### src/rtl/fp_mul_booth_seq.sv
`default_nettype none
// ============================================================================
// Module      : fp_mul_booth_seq
// Description : Sequential radix-4 Booth significand multiplier for binary32,
//               one Booth digit per cycle, subnormal operands flushed to zero.
// Revision    : 1.0 - initial release
// ============================================================================
module fp_mul_booth_seq #(
    parameter int MAN_W = 24
) (
    input  logic                 clk,
    input  logic                 rst_n,
    input  logic                 start,
    input  logic [31:0]          fp_X,
    input  logic [31:0]          fp_Y,
    output logic                 busy,
    output logic                 valid,
    output logic [2*MAN_W-1:0]   frc_Z_full,
    output logic                 sign_Z,
    output logic                 flush
);

    localparam int Q_W    = MAN_W + 2;
    localparam int DIGITS = Q_W / 2;
    localparam int ACC_W  = 2 * MAN_W + 2;
    localparam int CNT_W  = $clog2(DIGITS + 1);
    localparam logic [CNT_W-1:0] C_LAST_DIGIT = CNT_W'(DIGITS - 1);

    typedef enum logic [1:0] {
        ST_IDLE = 2'd0,
        ST_RUN  = 2'd1,
        ST_DONE = 2'd2
    } state_t;

    state_t             r_state;
    logic [CNT_W-1:0]   r_cnt;
    // Multiplier with q[-1] at bit 0; shifted right two places per digit so the
    // current Booth triplet always sits in bits [2:0].
    logic [Q_W:0]       r_q;
    logic [ACC_W-1:0]   r_m_sh;
    logic [ACC_W-1:0]   r_acc;
    logic               r_sign_lat;
    logic               r_flush_lat;

    logic [MAN_W-1:0]   w_m;
    logic [Q_W-1:0]     w_q;
    logic               w_flush;
    logic [ACC_W-1:0]   w_pp;
    logic [ACC_W-1:0]   w_acc_next;

    always_comb begin
        w_m     = {|fp_X[30:23], fp_X[MAN_W-2:0]};
        w_q     = {2'b00, |fp_Y[30:23], fp_Y[MAN_W-2:0]};
        w_flush = (fp_X[30:23] == 8'd0) || (fp_Y[30:23] == 8'd0);
    end

    always_comb begin
        w_pp = '0;
        case (r_q[2:0])
            3'b001, 3'b010: w_pp = r_m_sh;
            3'b011:         w_pp = r_m_sh << 1;
            3'b100:         w_pp = -(r_m_sh << 1);
            3'b101, 3'b110: w_pp = -r_m_sh;
            default:        w_pp = '0;
        endcase
        w_acc_next = r_acc + w_pp;
    end

    assign busy = (r_state != ST_IDLE);

    always_ff @(posedge clk or negedge rst_n) begin
        if (!rst_n) begin
            r_state     <= ST_IDLE;
            r_cnt       <= '0;
            r_q         <= '0;
            r_m_sh      <= '0;
            r_acc       <= '0;
            r_sign_lat  <= 1'b0;
            r_flush_lat <= 1'b0;
            valid       <= 1'b0;
            frc_Z_full  <= '0;
            sign_Z      <= 1'b0;
            flush       <= 1'b0;
        end else begin
            case (r_state)
                ST_IDLE: begin
                    valid <= 1'b0;
                    if (start) begin
                        r_state     <= ST_RUN;
                        r_cnt       <= '0;
                        r_q         <= {w_q, 1'b0};
                        r_m_sh      <= ACC_W'(w_m);
                        r_acc       <= '0;
                        r_sign_lat  <= fp_X[31] ^ fp_Y[31];
                        r_flush_lat <= w_flush;
                    end
                end
                ST_RUN: begin
                    r_acc  <= w_acc_next;
                    r_q    <= r_q >> 2;
                    r_m_sh <= r_m_sh << 2;
                    r_cnt  <= r_cnt + 1'b1;
                    if (r_cnt == C_LAST_DIGIT) begin
                        r_state    <= ST_DONE;
                        valid      <= 1'b1;
                        frc_Z_full <= r_flush_lat ? '0 : w_acc_next[2*MAN_W-1:0];
                        sign_Z     <= r_sign_lat;
                        flush      <= r_flush_lat;
                    end
                end
                ST_DONE: begin
                    valid   <= 1'b0;
                    r_state <= ST_IDLE;
                end
                default: begin
                    valid   <= 1'b0;
                    r_state <= ST_IDLE;
                end
            endcase
        end
    end

endmodule
`default_nettype wire

### config.mk
export PLATFORM = sky130hd
export DESIGN_NAME = fp_mul_booth_seq
export DESIGN_NICKNAME = d
export VERILOG_FILES = /design/src/rtl/fp_mul_booth_seq.sv
export SDC_FILE = /design/constraint.sdc
export NUM_CORES = 1
export LEC_CHECK = 0
export BUFFER_PORTS_ARGS = -buffer_cell sky130_fd_sc_hd__buf_4
export CAP_MARGIN = 20
export CORE_MARGIN = 8
export CORE_UTILIZATION = 40
export CTS_CLUSTER_DIAMETER = 40
export DETAILED_ROUTE_END_ITERATION = 10
export PLACE_DENSITY = 0.7
export SLEW_MARGIN = 40
export SYNTH_ARGS = -nofsm -noshare
export SYNTH_HDL_FRONTEND = slang
export SYNTH_SLANG_ARGS = --single-unit
### constraint.sdc
create_clock -name clk -period 4.9 [get_ports clk]
set_clock_uncertainty 0.05 [all_clocks]
set_input_delay 0.98 -clock clk [delete_from_list [all_inputs] [get_ports clk]]
set_output_delay 0.98 -clock clk [all_outputs]
set_load 0.02 [all_outputs]
**Word level (Yosys, flattened, before mapping)**

Index checks and enable logic that the tools add are counted.
W data, S select, Z words.

- Word-level logic and storage cells: 55
- Input port bits: 67
- Flip-flop bits (word level): 186

- Reduce and logical (&&, ||, !) cells: 14
- Add/sub/neg operators: 4
- Equal/unequal tests: 10
- Multiplexer cells: 15
- Bitwise logic cells: 1

Operators with widths:

| cell | count |
|---|---|
| $pmux W50 S2 | 2 |
| $pmux W50 S4 | 1 |
| $mux W50 | 2 |
| $neg A50 Y50 | 2 |
| $pmux W27 S2 | 1 |
| $add A50 B50 Y50 | 1 |
| $mux W48 | 1 |
| $mux W27 | 1 |
| $logic_not A8 Y1 | 2 |
| $reduce_or A8 Y1 | 2 |
| $eq A3 B3 Y1 const B | 3 |
| $pmux W4 S2 | 1 |
| $reduce_and A2 Y1 | 4 |
| $eq A3 B2 Y1 const B | 2 |
| $add A4 B1 Y4 const B | 1 |
| $eq A4 B4 Y1 const B | 1 |
| $mux W2 | 2 |
| $mux W4 | 1 |
| $ne A2 B2 Y1 const B | 2 |
| $pmux W2 S2 | 1 |
| $reduce_bool A2 Y1 | 2 |
| $reduce_or A2 Y1 | 2 |
| $eq A3 B1 Y1 const B | 1 |
| $eq A2 B1 Y1 const B | 1 |
| 4 further kinds | 5 |

**Longest topological paths before layout**

Gate-level depths: netlist of run 1.

- Depth after elaboration: 5
- Depth in mapped cells: 24
- Mapped depth without buffers: 23

**Least setup slack after synthesis of run 1**

Ideal clock, no wire load.

- Kind: register -> register
- From: register r_m_sh[3]
- To: register frc_Z_full[47]
- Library setup time: 121 ps
- Path slack: 131 ps
- Data required time: 4729 ps
- Arrival: 4598 ps
- Period minus slack after synthesis: 4769 ps
- Stages on the path, launching flop included: 22
- Cells stage by stage: dfrtp_1 -> buf_6 -> nor4_4 -> nand3_4 -> or3_1 -> or3_1 -> nor3_2 -> nor2_1 -> xor2_1 -> a221oi_1 -> a31oi_1 -> ha_1 -> nand2_1 -> nor2_1 -> nand3_1 -> nor4_1 -> nor3b_1 -> a21oi_1 -> nand3_1 -> a221o_1 -> xnor2_1 -> a22o_1

- Longest elaborated chain between the ends: 4
- Elaborated cells on any way between the ends: 5

Ends and longest elaborated chain:

| item | line | RTL |
|---|---|---|
| start, declared | 40 | `logic [ACC_W-1:0] r_m_sh;` |
| start signal, assigned | 92 | `r_m_sh <= ACC_W'(w_m);` |
| start signal, assigned | 101 | `r_m_sh <= r_m_sh << 2;` |
| $neg A50 Y50, on equally long branches | 63, 62 |  |
| $pmux W50 S4 * | 59 | `case (r_q[2:0])` |
| $add A50 B50 Y50 * | 66 | `w_acc_next = r_acc + w_pp;` |
| $mux W48 * | 106 | `frc_Z_full <= r_flush_lat ? '0 : w_acc_next[2*MAN_W-1:0];` |
| end signal, assigned | 106 |  |
| end, declared | 18 | `output logic [2*MAN_W-1:0] frc_Z_full,` |

Every way passes the cells marked *; elsewhere a longest branch is shown, timed or not.
A chain may end at the register's enable or synchronous reset.

**Worst setup path in the final report of run 1**

- From: register r_m_sh[0]
- To: register frc_Z_full[45]

Same word-level chain as after synthesis.

==> metrics.txt, run 1 <==
fin crit share=98.7%; Tightest Pin Transition=0.789 ns; placed cell areas=roughly 0.015 mm2; post-synth top area cell=dfrtp_1; Iter 0 DRT Violations=slightly below 1000; hpwl dp=approximately 30000 um; CP Capture Type=flop; R2R Path End=frc_Z_full[45]; Mean Syn Cell Area=7.93 um2; sequential area share after synthesis=35.5%; Cells after Synth=~1600; initial antenna violation count=0; syn nets=1715; final WL=41300 um; clk buf depth=2; Top-Level Pins=119; Period minus WS final=4.83 ns; CP Data Arrival Time=5.14 ns; Synth-to-Final Area Change=23.6%; relative slew slack=47.4%; DR pass1 iterations=5; TritonCTS clock tree=built; via/cell ratio=5.78; maximum fanout along the worst path=4; Synth area leaders=dfrtp_1 (36%), nand2_1 (8.8%), o21ai_0 (6.0%); crit path capture=frc_Z_full[45]; # hold bufs at CTS=0; final slew viol count=0; # DRC=0; H-Tree Level Count=4; first-pass GRT wire length=66200 um; Post-layout nets=1868; fmax=0.207 GHz; largest net degree at the start of global routing=98; RSZ-0062 raised after global routing=yes; Skew-Pair Late Insertion Delay=roughly 0.46 ns; Rows=65; worst endpoint required time=between 5 and 6 ns; CP Class=reg2reg; Core Region=0.0314 mm2; die height=194 um; DR vias=12500; EDFF count, synth=0; Post-synth top flop=dfrtp_1; synth unique cells=73; Routability Congestion=0.969; CTS Buf Count=17; worst reg-to-reg path cell count=22; clock sinks=180; fillers=roughly 3000; setup_tns=0 ns; Clock transition at path regs=0.07 ns; Antenna diodes=0; Clock Tree Root=clkbuf_16; Setup Viol. Count Final=0; FFs w/ async S/R, synth=100%; startpoint types=flop; MaxCap Viol Count=0; total track usage=21.5%; synthesized area=0.0127 mm2; YS warnings=0; Hold Vio Cnt, Final=0; top-count cell post-synth=nand2_1; synth cell count leaders=nand2_1 (296), dfrtp_1 (180), o21ai_0 (153); #FFs+latches synth=180; Finished Layout Cells=about 2200; Finished Cell Area=roughly 0.016 mm2; Die X=slightly below 200 um; Initial Utilization=40.4%; Yosys top cell area share=a little over a third; reg2reg start=r_m_sh[0]; Slowest cell on crit path=dfrtp_1; outcome=completed; total grt overflow=0; Avg WL per Cell=19.1 um; crit-path cells=buf_6 -> nor4_4 -> nand3_4 -> or3_4 -> or3_4 -> nor3_4 -> nor2_2 -> xor2_2 -> a221oi_2 -> a31oi_1 -> ha_1 -> buf_4 -> buf_4 -> nand3_1 -> o211ai_1 -> nor3b_2 -> a211oi_2 -> o211a_1 -> o21ai_4 -> a41oi_1 -> xnor2_1 -> a22o_1; HP Class=in2async; worst setup path startpoint=r_m_sh[0]; vias in the first global route=12100; share of layout cells above drive strength 1=22.2%; I/O Buffers=118; Reg2Reg Setup Slack=0.07 ns; placed cell count=2117; Die ar.=around 0.038 mm2; CP peak stage delay=0.40 ns; DRT antenna net count=0
## cells by family after synthesis
family,Yosys count,share of synthesized area (%)
muxes,13,1.07
xor gates and xnor gates,112,7.80
AOI/OAI and AO/OA,506,25.1
buffers and inverters,165,5.15
adders and majority gates,51,5.09
and+or+nand+nor,570,20.2
DFF,180,35.5
## per-layer routing
layer | GRT usage [%] | vias to the layer above | routed length, um
met5 | 0 | - | 0
met4 | 7.16 | 0 | 1060
met3 | 4.06 | 73 | 2480
met2 | 33.9 | 442 | 18900
met1 | 29.4 | 6018 | 18900
li1 | - | 5985 | -
## cell usage in the layout (no fill, tap or decap), drive strengths merged, types with 22 or more instances in the layout
cell    instances
nand2         297
buf           274
dfrtp         180
o21ai         156
nor2          126
a21oi         104
a31oi          71
xnor2          69
ha             50
xor2           43
nand3          40
a22o           32
inv            32
a221oi         23
nor3           22
## critical path: cells and delay by family, from the launching register on
| family | cells | cell delay (ns) |
|---|---|---|
| adders and majority gates | 1 | 0.37 |
| and+or+nand+nor | 8 | 1.66 |
| buffers and inverters | 3 | 0.42 |
| xor gates and xnor gates | 2 | 0.27 |
| DFF | 1 | 0.40 |
| AOI/OAI and AO/OA | 8 | 1.53 |
## layout make-up
class                   instances  area, um2  share of cell area, %
inverters                      25       93.8                  0.599
repair buffers                274       2100                   13.4
multi-input cells            1252       7870                   50.2
clock inverters                14        163                   1.04
clock buffers                  18        429                   2.74
well taps                     402        503                   3.21
flip-flops and latches        180       4510                   28.8
## sequential cells by signal, indices dropped and copies added (netlist names), 2 cells and up
signal	flops
frc_Z_full	48
r_acc	48
r_m_sh	48
r_q	25
r_cnt	4
r_state	2
## worst min-delay path by stage
stage                    from        endpoint  slack, ns  cells past startpoint
6_report                rst_n           flush       0.33                      1
5_1_grt                 rst_n           flush       0.33                      1
4_1_cts         frc_Z_full[0]   frc_Z_full[0]       0.44                      2
3_5_place_dp    frc_Z_full[0]   frc_Z_full[0]       0.42                      2
3_3_place_gp   frc_Z_full[46]  frc_Z_full[46]       0.41                      2
2_1_floorplan         r_q[24]         r_q[24]       0.40                      1
## stage by stage
step	worst slack (ns)	util, %	hold slack (ns)
after CTS	0.00222	48.4	0.439
after detailed placement	-0.0177	46.5	0.421
final	0.0655	49.9	0.327
after global routing	-0.169	49.9	0.331
after global placement	0.00586	46.5	0.414
after floorplan	0.131	-	0.400
## timing repair
| action | in CTS | in global routing |
|---|---|---|
| pin swaps | 0 | 26 |
| cloned | 0 | 0 |
| setup buffers | 0 | 15 |
| gates resized for setup | 2 | 75 |
| endpoints found under the setup margin | 2 | 43 |
Power of run 1 is left out: the tool's default activity adds up to more than one toggle a clock period on the data nets, which glitch-free logic cannot reach.
==> inputs of run 2 (changes only) <==
--- a/config.mk
+++ b/config.mk
@@ -5,13 +5,14 @@
 export SDC_FILE = /design/constraint.sdc
 export NUM_CORES = 1
 export LEC_CHECK = 0
+export ABC_AREA = 1
 export BUFFER_PORTS_ARGS = -buffer_cell sky130_fd_sc_hd__buf_4
 export CAP_MARGIN = 20
-export CORE_MARGIN = 8
+export CORE_MARGIN = 4
 export CORE_UTILIZATION = 40
 export CTS_CLUSTER_DIAMETER = 40
 export DETAILED_ROUTE_END_ITERATION = 10
-export PLACE_DENSITY = 0.7
+export PLACE_DENSITY = 0.6
 export SLEW_MARGIN = 40
 export SYNTH_ARGS = -nofsm -noshare
 export SYNTH_HDL_FRONTEND = slang
==> run 2 against run 1 <==
  * Setup slack improved by 0.23 ns
  * Sequential cell count unchanged
  * Fmax increased by 5.1%
  * Area after synthesis decreased by 1.1%
  * Die area decreased by 9.1%
  * First-iteration DRC count increased by 18%
  * Largest cell class unchanged
  * Global-route usage increased by 4.5 points
  * Routed wire length increased by 6.4%
  * Core utilization decreased by 2.9 points
  * Sequential share of layout area increased by 2.4 points
==> metrics.txt, run 2 <==
DRT antenna net count=0 (unchanged); DR pass1 iterations=8 (+3); most frequent cells in the layout=nand2_1 (427), dfrtp_1 (180), inv_1 (171); Die X=185 um (-4.7%); worst endpoint required time=5.20 ns (about the same); Avg WL per Cell=19.7 um (+3.3%); Top-Level Pins=119 (unchanged); YS warnings=0 (unchanged); synthesized area=0.0125 mm2 (-1.1%); synth cell count leaders=nand2_1 (427), dfrtp_1 (180), inv_1 (171); via/cell ratio=5.65 (-2.2%); Multi-input gate area=0.00709 mm2 (-9.9%); #FFs+latches synth=180 (unchanged); post-synth top area cell=dfrtp_1; Iter 0 DRT Violations=1169 (+18%); clk buf depth=2 (unchanged); CP Class=reg2reg; DR vias=12600 (+0.78%); Finished Layout Cells=2231 (+3.0%); CP peak stage delay=0.44 ns (+0.04 ns); Hold Vio Cnt, Final=0 (unchanged); Setup Viol. Count Final=0 (unchanged); share of layout cells above drive strength 1=12.7% (-9.5 points); HP Class=reg2reg; Post-layout nets=1940 (+3.9%); Rows=64 (-1.5%); fmax=0.217 GHz (+5.1%); # DRC=0 (unchanged); first-pass GRT wire length=69400 um (+4.8%); CP Capture Type=flop; vias in the first global route=12400 (+2.1%); Synth area leaders=dfrtp_1 (36%), nand2_1 (13%), inv_1 (5.1%); Clock transition at path regs=0.08 ns (about the same); total track usage=26.1% (+4.5 points); TritonCTS clock tree=built; Yosys top cell area share=36.0% (+0.41 points); clock sinks=180 (unchanged); total grt overflow=0 (unchanged); # hold bufs at CTS=0 (unchanged); Core Region=0.0307 mm2 (-2.0%); CTS Buf Count=17 (unchanged); MaxCap Viol Count=0 (unchanged); Reg area=0.00450 mm2 (about the same); maximum fanout along the worst path=5 (+1); outcome=completed; final slew viol count=0 (unchanged); fillers=3208 (+8.6%); EDFF count, synth=0 (unchanged); Critical Path Most Common Cell=nand2_1; commonest non-fill, non-tap cell in the layout=nand2_1; largest net degree at the start of global routing=89 (-9.2%); synth unique cells=55 (-25%); relative slew slack=50.5% (+3.1 points); Die ar.=0.0342 mm2 (-9.1%); initial antenna violation count=0 (unchanged); H-Tree Level Count=4 (unchanged); Post-CTS Setup Bufs=0 (unchanged); Tightest Pin Transition=0.743 ns (-0.0465 ns); CP Data Arrival Time=4.91 ns (-0.23 ns); hpwl dp=33600 um (+12%); startpoint types=flop; final WL=44000 um (+6.4%); syn nets=1847 (+7.7%); RSZ-0062 raised after global routing=no; FFs w/ async S/R, synth=100% (unchanged); top-count cell post-synth=nand2_1; fin crit share=93.9% (-4.8 points); Period minus WS final=4.60 ns (-0.234 ns); Synth-to-Final Area Change=15.3%; Slowest cell on crit path=ha_1; biggest registers after layout=frc_Z_full: 48 flops, r_acc: 48 flops, r_m_sh: 48 flops; sequential area share after synthesis=36.0% (+0.41 points); Mean Syn Cell Area=7.25 um2 (-8.7%); Hold WS=0.428 ns (+0.101 ns); Routability Congestion=0.989 (+2.0%); Cells after Synth=1729 (+8.3%); Post-synth top flop=dfrtp_1; placed cell count=2199 (+3.9%); Skew-Pair Late Insertion Delay=0.46 ns (about the same); setup_tns=0 ns (unchanged); Clock Tree Root=clkbuf_16; die height=185 um (-4.7%); Antenna diodes=0 (unchanged); Initial Utilization=40.7% (+0.37 points); I/O Buffers=118 (unchanged); post-cts resize count=0 (-2)
[run 2: cell types whose count changed in the layout (fill, tap and decap cells not counted), moves of 47 or more]
cell and delta:
a31oi_1 -61, buf_4 -139, inv_1 +146, nand2_1 +134
nand3_1 +79, nor3_1 +47
[run 2: stage by stage]
stage	cell area [um2]	setup WS [ns]	utilization, %
global route	14400	0.00870	47.0
floorplan	12500	1.59	-
finish	14400	0.299	47.0
CTS	14400	0.436	46.9
global placement	13800	0.433	44.9
detailed placement	13800	0.462	44.9
[run 2: worst max-delay path: cells and delay by family (launching register included)]
| kind | cells | cell delay (ns) |
|---|---|---|
| AO/OA/AOI/OAI | 1 | 0.36 |
| XOR/XNOR | 1 | 0.17 |
| adder cells (fa/ha/maj) | 2 | 0.72 |
| buffers and inverters | 6 | 0.60 |
| flip-flops | 1 | 0.38 |
| AND/OR/NAND/NOR | 16 | 2.22 |
[run 2: worst paths after layout]
kind | startpoint | to | slack, ns | cells after the start
worst max register to register | r_m_sh[1] | r_acc[47] | 0.30 | 26
worst max-delay path | r_m_sh[1] | r_acc[47] | 0.30 | 26
worst min register to register | frc_Z_full[21] | frc_Z_full[21] | 0.43 | 2
min in group asynchronous | rst_n | frc_Z_full[13] | 0.53 | 1
max in group asynchronous | rst_n | r_m_sh[18] | 3.32 | 2
worst min-delay path | frc_Z_full[21] | frc_Z_full[21] | 0.43 | 2
[run 2: per-layer routing]
layer	share of wire, %	up-vias	global-route usage [%]
met5	0	-	0
met4	3.3	0	9.19
met3	5.7	73	3.42
met2	45	479	41.4
met1	46	6002	36.7
li1	-	6062	-
[run 2: kinds of logic (layout without fill, tap and decap cells)]
kind of cell,Yosys count,count (layout),share of synthesized area [%]
xor gates and xnor gates,61,61,4.26
buffers and inverters,247,353,7.59
AOI/OAI and AO/OA,341,341,17.0
and+or+nand+nor,849,849,30.1
adders and majority gates,51,51,5.15
DFF,180,180,36.0
[run 2: layout make-up]
class	instances	share of cell area, %
clock buffer	17	2.95
clock inverter	15	1.33
timing repair buffer	134	7.12
tap	396	3.43
inverter	187	4.90
multi-input combinational	1302	49.1
sequential	180	31.2
Power of run 2 is left out for the same reason.
